## config.mk

```make
export PLATFORM = sky130hd
export DESIGN_NAME = mux8_rr_arbiter
export DESIGN_NICKNAME = d
export VERILOG_FILES = /design/src/rtl/mux8_rr_arbiter.sv
export SDC_FILE = /design/constraint.sdc
export NUM_CORES = 1
export LEC_CHECK = 0
export CAP_MARGIN = 40
export CORE_UTILIZATION = 50
export DETAILED_ROUTE_END_ITERATION = 8
export GPL_ROUTABILITY_DRIVEN = 0
export PLACE_DENSITY = 0.72
export SYNTH_ARGS = -nofsm -noshare
export SYNTH_HDL_FRONTEND = slang
export SYNTH_SLANG_ARGS = --single-unit
```

## constraint.sdc

```tcl
create_clock -name clk -period 8.9 [get_ports clk]
set_input_delay 1.335 -clock clk [delete_from_list [all_inputs] [get_ports clk]]
set_output_delay 1.335 -clock clk [all_outputs]
set_load 0.1 [all_outputs]
```

## src/rtl/mux8_rr_arbiter.sv

```systemverilog
// mux8_rr_arbiter: round-robin arbiter owning the select of a shared mux8.
// Registers a one-hot grant plus the matching 3-bit select; a grant stays
// locked while its owner keeps requesting.
// Optional hold-timeout: define MUX8_ARB_TIMEOUT_EN to revoke a grant after
// MAX_HOLD consecutive grant cycles (default build holds grants indefinitely
// and ties timeout low).
module mux8_rr_arbiter #(
  parameter int unsigned MAX_HOLD = 16
) (
  input  logic       clk,
  input  logic       rst_n,
  input  logic [7:0] req,
  output logic [7:0] gnt,
  output logic [2:0] sel,
  output logic       busy,
  output logic       timeout
);

  localparam int unsigned N     = 8;
  localparam int unsigned IDX_W = 3;

  typedef enum logic {
    IDLE  = 1'b0,
    GRANT = 1'b1
  } state_e;

  // Reject out-of-range hold limits at elaboration.
  if (MAX_HOLD < 2 || MAX_HOLD > 255) begin : g_bad_max_hold
    $error("mux8_rr_arbiter: MAX_HOLD must be in 2..255");
  end

  state_e           st_q, st_d;
  logic [IDX_W-1:0] owner_q, owner_d;
  logic [IDX_W-1:0] ptr_q, ptr_d;
  logic [N-1:0]     gnt_q, gnt_d;
  logic             busy_q, busy_d;

  logic [N-1:0]     owner_oh;
  logic [N-1:0]     cand;
  logic             win_vld;
  logic [IDX_W-1:0] win_idx;
  logic             take;
  logic             drop;

`ifdef MUX8_ARB_TIMEOUT_EN
  localparam int unsigned CNT_W     = 8;
  localparam logic [CNT_W-1:0] HOLD_LAST = CNT_W'(MAX_HOLD - 1);

  logic [CNT_W-1:0] hold_q, hold_d;
  logic             to_q, to_d;
`endif

  // Candidates for this edge: the current owner never competes against itself.
  always_comb begin
    owner_oh = N'(1) << owner_q;
    cand     = (st_q == GRANT) ? (req & ~owner_oh) : req;
  end

  // Round-robin search: first set candidate starting at ptr, wrapping 7->0.
  always_comb begin : rr_search
    logic [IDX_W-1:0] idx;
    win_vld = 1'b0;
    win_idx = ptr_q;
    idx     = ptr_q;
    for (int unsigned k = 0; k < N; k++) begin
      idx = IDX_W'(ptr_q + IDX_W'(k));
      if (!win_vld && cand[idx]) begin
        win_vld = 1'b1;
        win_idx = idx;
      end
    end
  end

  // Next-state and next-output logic.
  always_comb begin
    st_d    = st_q;
    owner_d = owner_q;
    ptr_d   = ptr_q;
    gnt_d   = gnt_q;
    busy_d  = busy_q;
    take    = 1'b0;
    drop    = 1'b0;
`ifdef MUX8_ARB_TIMEOUT_EN
    hold_d  = hold_q;
    to_d    = 1'b0;
`endif

    case (st_q)
      IDLE: begin
        take = win_vld;
      end
      GRANT: begin
        if (!req[owner_q]) begin
          // Released: hand over on the same edge, or fall idle.
          take = win_vld;
          drop = !win_vld;
        end
`ifdef MUX8_ARB_TIMEOUT_EN
        else if (hold_q == HOLD_LAST) begin
          // Held too long: revoke; old owner is excluded via cand.
          to_d  = 1'b1;
          ptr_d = IDX_W'(owner_q + IDX_W'(1));
          take  = win_vld;
          drop  = !win_vld;
        end else begin
          hold_d = hold_q + CNT_W'(1);
        end
`endif
      end
      default: begin
        drop = 1'b1;
      end
    endcase

    if (take) begin
      st_d    = GRANT;
      owner_d = win_idx;
      ptr_d   = IDX_W'(win_idx + IDX_W'(1));
      gnt_d   = N'(1) << win_idx;
      busy_d  = 1'b1;
`ifdef MUX8_ARB_TIMEOUT_EN
      hold_d  = '0;
`endif
    end else if (drop) begin
      st_d   = IDLE;
      gnt_d  = '0;
      busy_d = 1'b0;
`ifdef MUX8_ARB_TIMEOUT_EN
      hold_d = '0;
`endif
    end
  end

  // State and output registers; sel follows the owner register.
  always_ff @(posedge clk or negedge rst_n) begin
    if (!rst_n) begin
      st_q    <= IDLE;
      owner_q <= '0;
      ptr_q   <= '0;
      gnt_q   <= '0;
      busy_q  <= 1'b0;
    end else begin
      st_q    <= st_d;
      owner_q <= owner_d;
      ptr_q   <= ptr_d;
      gnt_q   <= gnt_d;
      busy_q  <= busy_d;
    end
  end

`ifdef MUX8_ARB_TIMEOUT_EN
  // Hold counter and revocation pulse.
  always_ff @(posedge clk or negedge rst_n) begin
    if (!rst_n) begin
      hold_q <= '0;
      to_q   <= 1'b0;
    end else begin
      hold_q <= hold_d;
      to_q   <= to_d;
    end
  end

  assign timeout = to_q;
`else
  assign timeout = 1'b0;
`endif

  assign gnt  = gnt_q;
  assign sel  = owner_q;
  assign busy = busy_q;

endmodule

```

### Word-level counts from Yosys, hierarchy flattened

Index checks and enable logic that the tools add are counted.

| operators by class | value |
|---|---|
| add/sub/neg operators | 8 |
| shift operators | 2 |
| reduce and logical (&&, ||, !) cells | 16 |
| bitwise gates (word level) | 3 |
| mux-type cells | 42 |
| magnitude comparators | 9 |

Operator list:

| cell | number |
|---|---|
| 3-bit by 4-bit less-than comparator with 1-bit output, second input constant | 9 |
| 1-bit binary-select mux with 3-bit select | 9 |
| 8-bit two-way mux | 3 |
| 1-bit two-way mux | 22 |
| 3-bit two-way mux | 7 |
| 1-bit by 3-bit left shift with 8-bit output, first input constant | 2 |
| 3-bit adder, second input constant | 4 |
| 8-bit bitwise AND | 1 |
| 1-bit zero test | 8 |
| 8-bit NOT | 1 |
| 1-bit logical AND | 7 |
| 3-bit by 1-bit adder with 3-bit output, second input constant | 2 |
| 3-bit by 2-bit adder with 3-bit output, second input constant | 2 |
| 1-bit case mux with 2 select lines | 1 |
| 2-bit nonzero test | 1 |
| 1-bit NOT | 1 |

| word-level totals | value |
|---|---|
| register bits after elaboration | 15 |
| output and inout port bits | 13 |

### Logic depth before layout (Yosys ltp)

Gate-level depths: netlist of the first run.

| logic depth | value |
|---|---|
| depth in word-level cells | 33 |
| mapped depth | 14 |
| gate-level depth less buffers | 12 |

### Worst setup path before layout of the first run

Ideal clock, no wire load.

| timing | value |
|---|---|
| kind | flip-flop to flip-flop |
| start point | reg busy (netlist name) |
| end point | reg ptr_q[2] |
| data arrival time | 3.770 ns |
| stages on the path, launching flop included | 14 |
| data required time | 8.775 ns |
| setup slack | 5.005 ns |
| period minus slack after synthesis | 3.895 ns |
| library setup time | 0.125 ns |
| cell sequence | dfrtp_1 -> buf_2 -> and4b_1 -> buf_2 -> o22ai_2 -> mux4_2 -> o32a_1 -> buf_6 -> a2111oi_1 -> a31oi_2 -> nor2_2 -> nor2_1 -> ha_1 -> mux2_4 |

RTL lines:

| item | RTL line | text |
|---|---|---|
| to (signal assigned) | 145 | `ptr_q <= ptr_d;` |
| to (decl) | 34 | `logic [IDX_W-1:0] ptr_q, ptr_d;` |

### Final worst setup path of the first run

| timing | value |
|---|---|
| start point | in req[5] |
| end point | reg ptr_q[2] |

| between the ends | value |
|---|---|
| word-level cells in the longest chain between the ends | 28 |
| elaborated cells between the ends (all ways) | 52 |
| classes of those cells | 1 x add/sub; 36 x mux; 1 x bitwise; 14 x reduce/logical |

RTL lines:

| item | RTL line | text |
|---|---|---|
| from (decl) | 12 | `input logic [7:0] req,` |
| parallel branches: the longest is 28 deep, another holds 8-bit bitwise AND | -- |  |

Several ways; the timed one is not identified. The select of a mux whose other input is x is not followed.
A chain may end at the register's enable or synchronous reset.

==> results of run 1 <==
cell usage in the layout, fill, tap and decap left out, drive strengths merged, types with 4 or more instances in the layout:
| cell type | count |
|---|---|
| clkdlybuf4s50 | 21 |
| ha | 5 |
| inv | 9 |
| a21oi | 10 |
| mux4 | 9 |
| mux2i | 4 |
| a32o | 7 |
| o221ai | 5 |
| o22ai | 7 |
| dfrtp | 15 |
| o21a | 4 |
| o21ai | 9 |
| nand2b | 11 |
| nand2 | 24 |
| nor2 | 15 |
| buf | 12 |
per-layer routing:
layer	vias to the layer above	global-route usage, %
met5	-	0
met4	0	16.67
met3	19	2.289
met2	121	48.70
met1	928	33.00
li1	899	-
metrics by stage:
step                      instance area (sq um)  hold slack [ns]
final                                      2356           0.4970
after global routing                       2356           0.5303
after CTS                                  2356           0.4995
after detailed placement                   2310           0.4848
after global placement                     2130           0.4799
after floorplan                            1972           0.7405
sequential cells by signal (all words and copies together) (netlist names):
register  flops
ptr_q         3
gnt           8
sel           3
busy          1
worst register-to-register path: cells and delay by family, from the launching register on:
family	cells	cell delay, ns
fa+ha+maj	2	1.05
mux	2	0.87
compound gates	2	0.79
flops	1	0.76
simple gates	2	0.47
buf+inv	2	0.38
area by class of cell:
cell class | instances | area, sq um | share of cell area (%)
multi-input cells | 174 | 1450 | 61.55
repair buffers | 33 | 390.4 | 16.57
flip-flops and latches | 15 | 375.4 | 15.93
well taps | 48 | 60.06 | 2.549
clock buffers | 3 | 41.29 | 1.753
inverters | 9 | 33.78 | 1.434
clock inverters | 1 | 5.005 | 0.2124
cell families after synthesis:
group           after synthesis  synth area share, %
fa+ha+maj                     5                3.173
compound gates               80                35.53
xor+xnor                      2               0.8885
simple gates                 71                19.92
mux                          15                13.83
flops                        15                19.04
buf+inv                      25                7.424
other cells                   1               0.1902
path summary, 6_finish.rpt:
kind	end	cells after the start	slack (ns)
worst max-delay path	ptr_q[2]$_DFFE_PN0P_	11	4.43
min in group asynchronous	gnt[5]$_DFFE_PN0P_	1	1.49
worst min-delay path	gnt[3]$_DFFE_PN0P_	2	0.50
worst min register to register	gnt[3]$_DFFE_PN0P_	2	0.50
worst max register to register	ptr_q[2]$_DFFE_PN0P_	10	4.47
max in group asynchronous	ptr_q[0]$_DFFE_PN0P_	1	6.98
==> impl_results.md, run 1 <==
* CP startpoint: req[5]
* Ports at 23
* Placement Rows at 22
* WS Path Type: primary input to register
* First-pass GRT wire length at 9018 um
* Fin nets at ~250
* Die area at 0.004199 sq mm
* HPWL after DPL at 4175 um
* Final core utilization at a little under two thirds
* Reg2reg start: ptr_q[0]$_DFFE_PN0P_
* Syn avg cell area at 9.214 sq um
* Final setup vio count at 0
* Min-delay src: gnt[3]$_DFFE_PN0P_
* Yosys top cell area share at between 10% and 20%
* Crit path arrival time at 4.61 ns
* N_diodes at 0
* Routed Antenna Nets at 0
* Cell count after synthesis at 214
* Worst-path cell chain: clkdlybuf4s50_1 > inv_1 > o32ai_1 > mux4_2 > o32a_1 > o21bai_1 > or3_1 > nand2_1 > nor2_1 > ha_1 > mux2_4
* Cell taking the most area after synthesis: dfrtp_1
* Seq/Total Area, Yosys at 19.04%
* Post-CTS setup repair buffer count at 0
* Input/output buffers at 21
* Critical Path Sink Type: register
* Hold Vio Cnt, Final at 0
* Iter 0 DRT Violations at 317
* Core Area at 0.003716 sq mm
* Tot GR Track Use at 27.90%
* CTS buffer count at 3
* Slew Limit Fails at 0
* Syn Std Cell Area at approximately 0.0020 sq mm
* Vias in the first global route at 1909
* Fin Setup TNS at 0 ns
* Fillers at 306
* Max Used Layer: met4
* Synth area leaders: dfrtp_1 (19%), mux4_2 (9.1%), nand2_1 (4.6%)
* Clk buf depth at 2
* DR vias at 1967
* Met1 WL at 2196 um
* Met2 wire len at roughly 2800 um
* Yosys cell types at 70
* Residual DRC at 0
* Pin count of the biggest net entering global routing at 26
* Dominant register cell in the synthesized netlist: dfrtp_1
* Critical Path Slowest Stage Cell: o32ai_1
* Crit path time final at 4.470 ns
* Htree depth at 1
* Post-route setup slack at 4.430 ns
* Worst-path clk slew at 0.06 ns
* Status: completed
* Clk_lat worst skew at 0.26 ns
* CP Buf/Inv Count at 2
* Placed insts at roughly 280
* Die Ht at 64.80 um
* Cell with the most instances after synthesis: nand2_1
* Share of layout cells above drive strength 1 at 20.85%
* CTS tree: yes
* Max_cap viols at 0
* RSZ-0062 raised after global routing: false
* Slew headroom at ~48%
* Chip Width at 64.80 um
* Initial antenna violation count at 0
* Total of warnings raised by yosys at 0
* CP Max Fanout at 10
* Max Fclk at ~0.22 GHz
* Root Buffer: clkbuf_8
* Min-Delay Path Class: register to register
* Net Count, Synth at 229
* Synth top cells by count: nand2_1 (24), dfrtp_1 (15), nor2_1 (14)
* Worst slew pin tran at 0.7857 ns
* Layout Cells excl Fill at 283
* Post_cts resized at 0
* Hold Buf Count CTS at 0
* Routed WL at 5520 um
* Top Family by Delay on Critical Path: compound AO/OA/AOI/OAI gates
* Dpl ws at around 4.2 ns
* Initial Util at 53.06%
* Synth async-reset ratio at 100.0%
* DRT Pass-1 Iters at 5
* Layout area overhead at 19.48%
* Max incr delay on CP at 0.53 ns
* Synth Register Bits at 15
* EDFF count, synth at 0
* Final worst-path cycle share at 50.22%
* CP required at 9.04 ns
* Critical Path Start Type: primary input
* Clock Skews at roughly 0.0026 ns
* DR WL met3 at between 300 and 400 um
* Vias per cell at 6.951
* Gr ovfl total at 0
* Clock sinks at 15
* Routed WL per cell at 19.51 um
Power of run 1 is not shown: default switching activity piles up to over one toggle a cycle in this logic, so the estimate is an artifact.
==> inputs of run 2 (changes only) <==
Settings changed: PLACE_DENSITY 0.72 to 0.75.
Clock period 8.9 ns to 3.7 ns, I/O delays scaled along.
==> run 2 against run 1 <==
Sequential share of layout area down 1.6 points. Critical path depth is 1 higher. Worst setup slack lost 4.2 ns. First-iteration DRC count shrank 25%. Sequential cell count is the same. Hold slack worse by 0.0019 ns. Count of clock-buffer cells in the layout is the same. Critical path type unchanged. Core utilization grew 7.9 points. Clock skew down 0.0010 ns. Via count up 7.3%. Critical endpoint unchanged. Non-clock buffer count rose by 38.
==> impl_results.md, run 2 (same netlist as run 1, synthesis figures left out) <==
* Status: completed
* Worst-path cell chain: clkdlybuf4s50_1 > inv_1 > o32ai_1 > mux4_2 > o32a_1 > buf_4 > a2111oi_4 > or3_1 > nand2_1 > nor2_1 > ha_1 > mux2_4
* Commonest cells after routing, fill and taps aside: buf_4 (38), nand2_1 (24), clkdlybuf4s50_1 (21), nor2_1 (14), buf_8 (12)
* CTS tree: yes
* Clock sinks at 15
* N_diodes at 0
* R2R depth at 11
* Min-Delay Path Class: register to register
* Clk_lat worst skew at 0.26 ns
* Gr ovfl total at 0
* Fin Setup TNS at 0 ns
* Die Ht at between 60 and 70 um
* Critical Path Slowest Stage Cell: clkdlybuf4s50_1
* Max FFs per register at 8
* Max_cap viols at 0
* Die area at ~0.0042 sq mm
* Slew headroom at a little under three fifths
* Root Buffer: clkbuf_8
* Crit path time final at 3.498 ns
* Share of layout cells above drive strength 1 at about a third
* Iter 0 DRT Violations at 238
* Worst-path clk slew at 0.06 ns
* Hold Vio Cnt, Final at 0
* Clk buf depth at 2
* Initial Util at 53.06%
* Vias in the first global route at 2025
* Post_cts resized at 0
* Chip Width at 64.80 um
* Hold Buf Count CTS at 0
* Max incr delay on CP at 0.52 ns
* HPWL after DPL at 4586 um
* Routed Antenna Nets at 0
* Routed WL per cell at 18.43 um
* Input/output buffers at 21
* CTS buffer count at 3
* Initial antenna violation count at 0
* DRT Pass-1 Iters at 5
* Worst slew pin tran at approximately 0.65 ns
* Residual DRC at 0
* DR vias at approximately 2100
* Layout area overhead at 34.33%
* Final worst-path cycle share at 94.54%
* Fin nets at around 290
* Worst r2r dst: ptr_q[2]$_DFFE_PN0P_
* CP Max Fanout at 10
* Hold Path End: gnt[3]$_DFFE_PN0P_
* Vias per cell at between 6 and 7
* Dpl ws at -0.006144 ns
* Most common cell after layout, fill and taps aside: buf_4
* First-pass GRT wire length at 9480 um
* Reg-to-reg setup timing slack at 0.24 ns
* Placement Rows at 22
* Reg2reg start: sel[0]$_DFFE_PN0P_
* Critical Path Sink Type: register
* WS Path Type: primary input to register
* Pin count of the biggest net entering global routing at 23
* Routed WL at 5917 um
* RSZ-0062 raised after global routing: false
* Critical Path Start Type: primary input
* Final setup vio count at 0
* Slew Limit Fails at 0
* Tot GR Track Use at between 20% and 30%
* Clock Skews at 0.001625 ns
* Ports at 23
* Min-delay src: gnt[3]$_DFFE_PN0P_
* Fillers at about 280
* Post-route setup slack at 0.2019 ns
* Crit path arrival time at 3.64 ns
* CP required at 3.84 ns
* Cell depth of the worst hold path at 2
* Max Fclk at 0.2859 GHz
* Post-CTS setup repair buffer count at 0
* Core Area at 0.003716 sq mm
* Htree depth at 1
[run 2: cell types whose count changed in the layout (fill, tap and decap cells not counted)]
cell and delta:
clkinvlp_4 +1, dfrtp_1 -4, dfrtp_2 +4, buf_4 +38, clkinv_2 -1
[run 2: layer usage]
| layer | track usage, % | wire (um) | vias to the layer above |
|---|---|---|---|
| met1 | 35.17 | 2501 | 1035 |
| met2 | 54.43 | 3013 | 85 |
| met3 | 1.937 | 268 | 18 |
| met5 | 0 | 0 | - |
| li1 | - | - | 972 |
| met4 | 8.889 | 133 | 0 |
[run 2: final cells by class]
type	count	area, sq um	share of cell area (%)
clock inverters	1	7.507	0.2834
clock buffers	3	41.29	1.559
repair buffers	71	675.6	25.51
multi-input cells	174	1450	54.75
flip-flops and latches	15	380.4	14.36
well taps	48	60.06	2.267
inverters	9	33.78	1.275
[run 2: through the flow]
step | utilization (%) | instances | instance area [sq um] | hold slack [ns]
finish | 71.28 | 321 | 2649 | 0.4951
global placement | 65.12 | 305 | 2420 | 0.4641
detailed placement | 69.97 | 317 | 2600 | 0.4811
global route | 71.28 | 321 | 2649 | 0.5138
floorplan | - | 214 | 1977 | 0.2594
CTS | 71.28 | 321 | 2649 | 0.5005
[run 2: worst max path at each step]
stage | startpoint | endpoint | slack (ns) | cells past startpoint
final | req[5] | ptr_q[2]$_DFFE_PN0P_ | 0.20 | 12
after global placement | req[5] | gnt[5]$_DFFE_PN0P_ | 0.04 | 13
after global routing | req[5] | ptr_q[2]$_DFFE_PN0P_ | 0.06 | 12
after detailed placement | req[5] | ptr_q[2]$_DFFE_PN0P_ | -0.006 | 12
after floorplan | ptr_q[1]$_DFFE_PN0P_ | ptr_q[2]$_DFFE_PN0P_ | 0.002 | 13
after CTS | req[5] | ptr_q[2]$_DFFE_PN0P_ | 0.24 | 12
[run 2: critical path, delay by kind of cell]
| family | cells | cell delay [ns] |
|---|---|---|
| simple gates | 3 | 0.57 |
| fa+ha+maj | 1 | 0.26 |
| buf+inv | 3 | 0.78 |
| compound gates | 3 | 0.87 |
| mux | 2 | 0.59 |
Power of run 2 is left out for the same reason.
==> inputs of run 3 (changes only) <==
Settings changed: CORE_MARGIN set to 5, CTS_BUF_LIST set to sky130_fd_sc_hd__clkbuf_8.
==> run 3 against run 2 <==
Final cell count decreased by 2.5%. Via count shrank 3.8%. Maximum frequency is 0.35% higher. Critical path depth fell by 2. Non-clock buffer count is 8 lower. Register-to-register slack worse by 0.03 ns. Design area decreased by 1.5%. Critical path type is now register to register.
==> impl_results.md, run 3 (same netlist as run 1, synthesis figures left out) <==
* Fin nets at 281
* Vias per cell at 6.482
* N_diodes at 0
* Layout Cells excl Fill at about 310
* Worst-path clk slew at about 0.07 ns
* Critical Path Slowest Stage Cell: mux4_2
* Placement Rows at 22
* Routed WL at between 5000 and 6000 um
* Fin Setup TNS at 0 ns
* Cell depth of the worst hold path at 2
* Tot GR Track Use at 23.60%
* Clk buf depth at 2
* WS Path Type: register to register
* Clock sinks at 15
* Input/output buffers at 21
* First-pass GRT wire length at 9763 um
* Post_cts resized at 0
* Fillers at 297
* Clk_lat worst skew at 0.26 ns
* Worst-path cell chain: and4b_1 > o22ai_2 > mux4_2 > o32a_1 > a2111oi_1 > a31oi_2 > nor2_2 > nor2_1 > ha_1 > mux2_4
* Commonest cells after routing, fill and taps aside: buf_4 (29), nand2_1 (24), clkdlybuf4s50_1 (21), nor2_1 (14), buf_8 (12)
* CTS tree: yes
* Gr ovfl total at 0
* Routed WL per cell at roughly 18 um
* Critical Path Sink Type: register
* Vias in the first global route at 2001
* Ports at 23
* Most common cell after layout, fill and taps aside: buf_4
* Max incr delay on CP at approximately 0.51 ns
* Htree depth at 1
* Chip Width at 72.80 um
* Die Ht at 72.80 um
* DR vias at between 2000 and 2500
* CP required at 3.84 ns
* Layout area overhead at 32.30%
* Iter 0 DRT Violations at 275
* Initial antenna violation count at 0
* Initial Util at 52.67%
* Routed Antenna Nets at 0
* Area of the multi-input gates at 0.001458 sq mm
* Max FFs per register at 8
* R2R depth at 10
* Crit path time final at 3.486 ns
* Placed insts at ~310
* Clock Skews at 0.008989 ns
* RSZ-0062 raised after global routing: false
* DRT Pass-1 Iters at 4
* HPWL after DPL at 4491 um
* Max_cap viols at 0
* Final setup vio count at 0
* Worst slew pin tran at 0.6556 ns
* Slew headroom at 56.16%
* Share of layout cells above drive strength 1 at 31.70%
* Pin count of the biggest net entering global routing at 20
* Crit path arrival time at 3.63 ns
* Die area at 0.005300 sq mm
* CP Max Fanout at 11
* Residual DRC at 0
* Core Area at 0.003744 sq mm
* Root Buffer: clkbuf_8
* Final worst-path cycle share at 94.21%
* Reg area at 380.4 sq um
* Post-CTS setup repair buffer count at 0
* Hold Vio Cnt, Final at 0
* Reg-to-reg setup timing slack at 0.21 ns
* Critical Path Start Type: register
* Hold Buf Count CTS at 0
* Max Fclk at 0.2869 GHz
* CTS buffer count at 3
* Status: completed
* Slew Limit Fails at 0
* Min-Delay Path Class: register to register
## run 3: cell count changes in the layout (fill, tap and decap cells not counted)
cell     before  now
o32ai_1       1    0
o32ai_2       2    3
buf_4        38   29
buf_12        0    1
## run 3: routing by layer
metal  vias to the layer above  global-route usage, %  part of all wire (%)
li1                        957                      -                     -
met1                       970                  29.83                    40
met2                        82                  38.98                    49
met3                        20                  2.755                   7.2
met4                         0                  12.91                   3.9
met5                         -                      0                     0
## run 3: worst max-delay path, delay by kind of cell, from the launching register on
family	cells	cell delay, ns
AO/OA/AOI/OAI	4	1.18
adder cells (fa/ha/maj)	1	0.27
flip-flops	1	0.49
multiplexers	2	0.76
AND/OR/NAND/NOR	3	0.65
## run 3: through the flow
stage | util (%) | worst slack, ns | hold WS [ns] | cell area [sq um]
CTS | 69.49 | 0.1645 | 0.4945 | 2601
global route | 69.69 | 0.06009 | 0.5316 | 2609
finish | 69.69 | 0.2141 | 0.4949 | 2609
floorplan | - | 0.002348 | 0.2594 | 1977
global placement | 63.37 | 0.05902 | 0.4664 | 2372
detailed placement | 68.18 | -0.1059 | 0.4789 | 2552
## run 3: final cells by class
type	count	share of cell area [%]
multi-input cells	174	55.88
repair buffers	63	24.08
flip-flops and latches	15	14.58
well taps	48	2.302
clock buffers	3	1.583
inverters	9	1.295
clock inverters	1	0.2878
## run 3: worst paths after layout
kind,start,to
setup / recovery,sel[2]$_DFFE_PN0P_,ptr_q[2]$_DFFE_PN0P_
hold / removal,gnt[3]$_DFFE_PN0P_,gnt[3]$_DFFE_PN0P_
setup reg to reg,sel[2]$_DFFE_PN0P_,ptr_q[2]$_DFFE_PN0P_
hold reg to reg,gnt[3]$_DFFE_PN0P_,gnt[3]$_DFFE_PN0P_
max in group asynchronous,rst_n,sel[0]$_DFFE_PN0P_
min in group asynchronous,rst_n,gnt[5]$_DFFE_PN0P_
Power of run 3 is left out for the same reason.
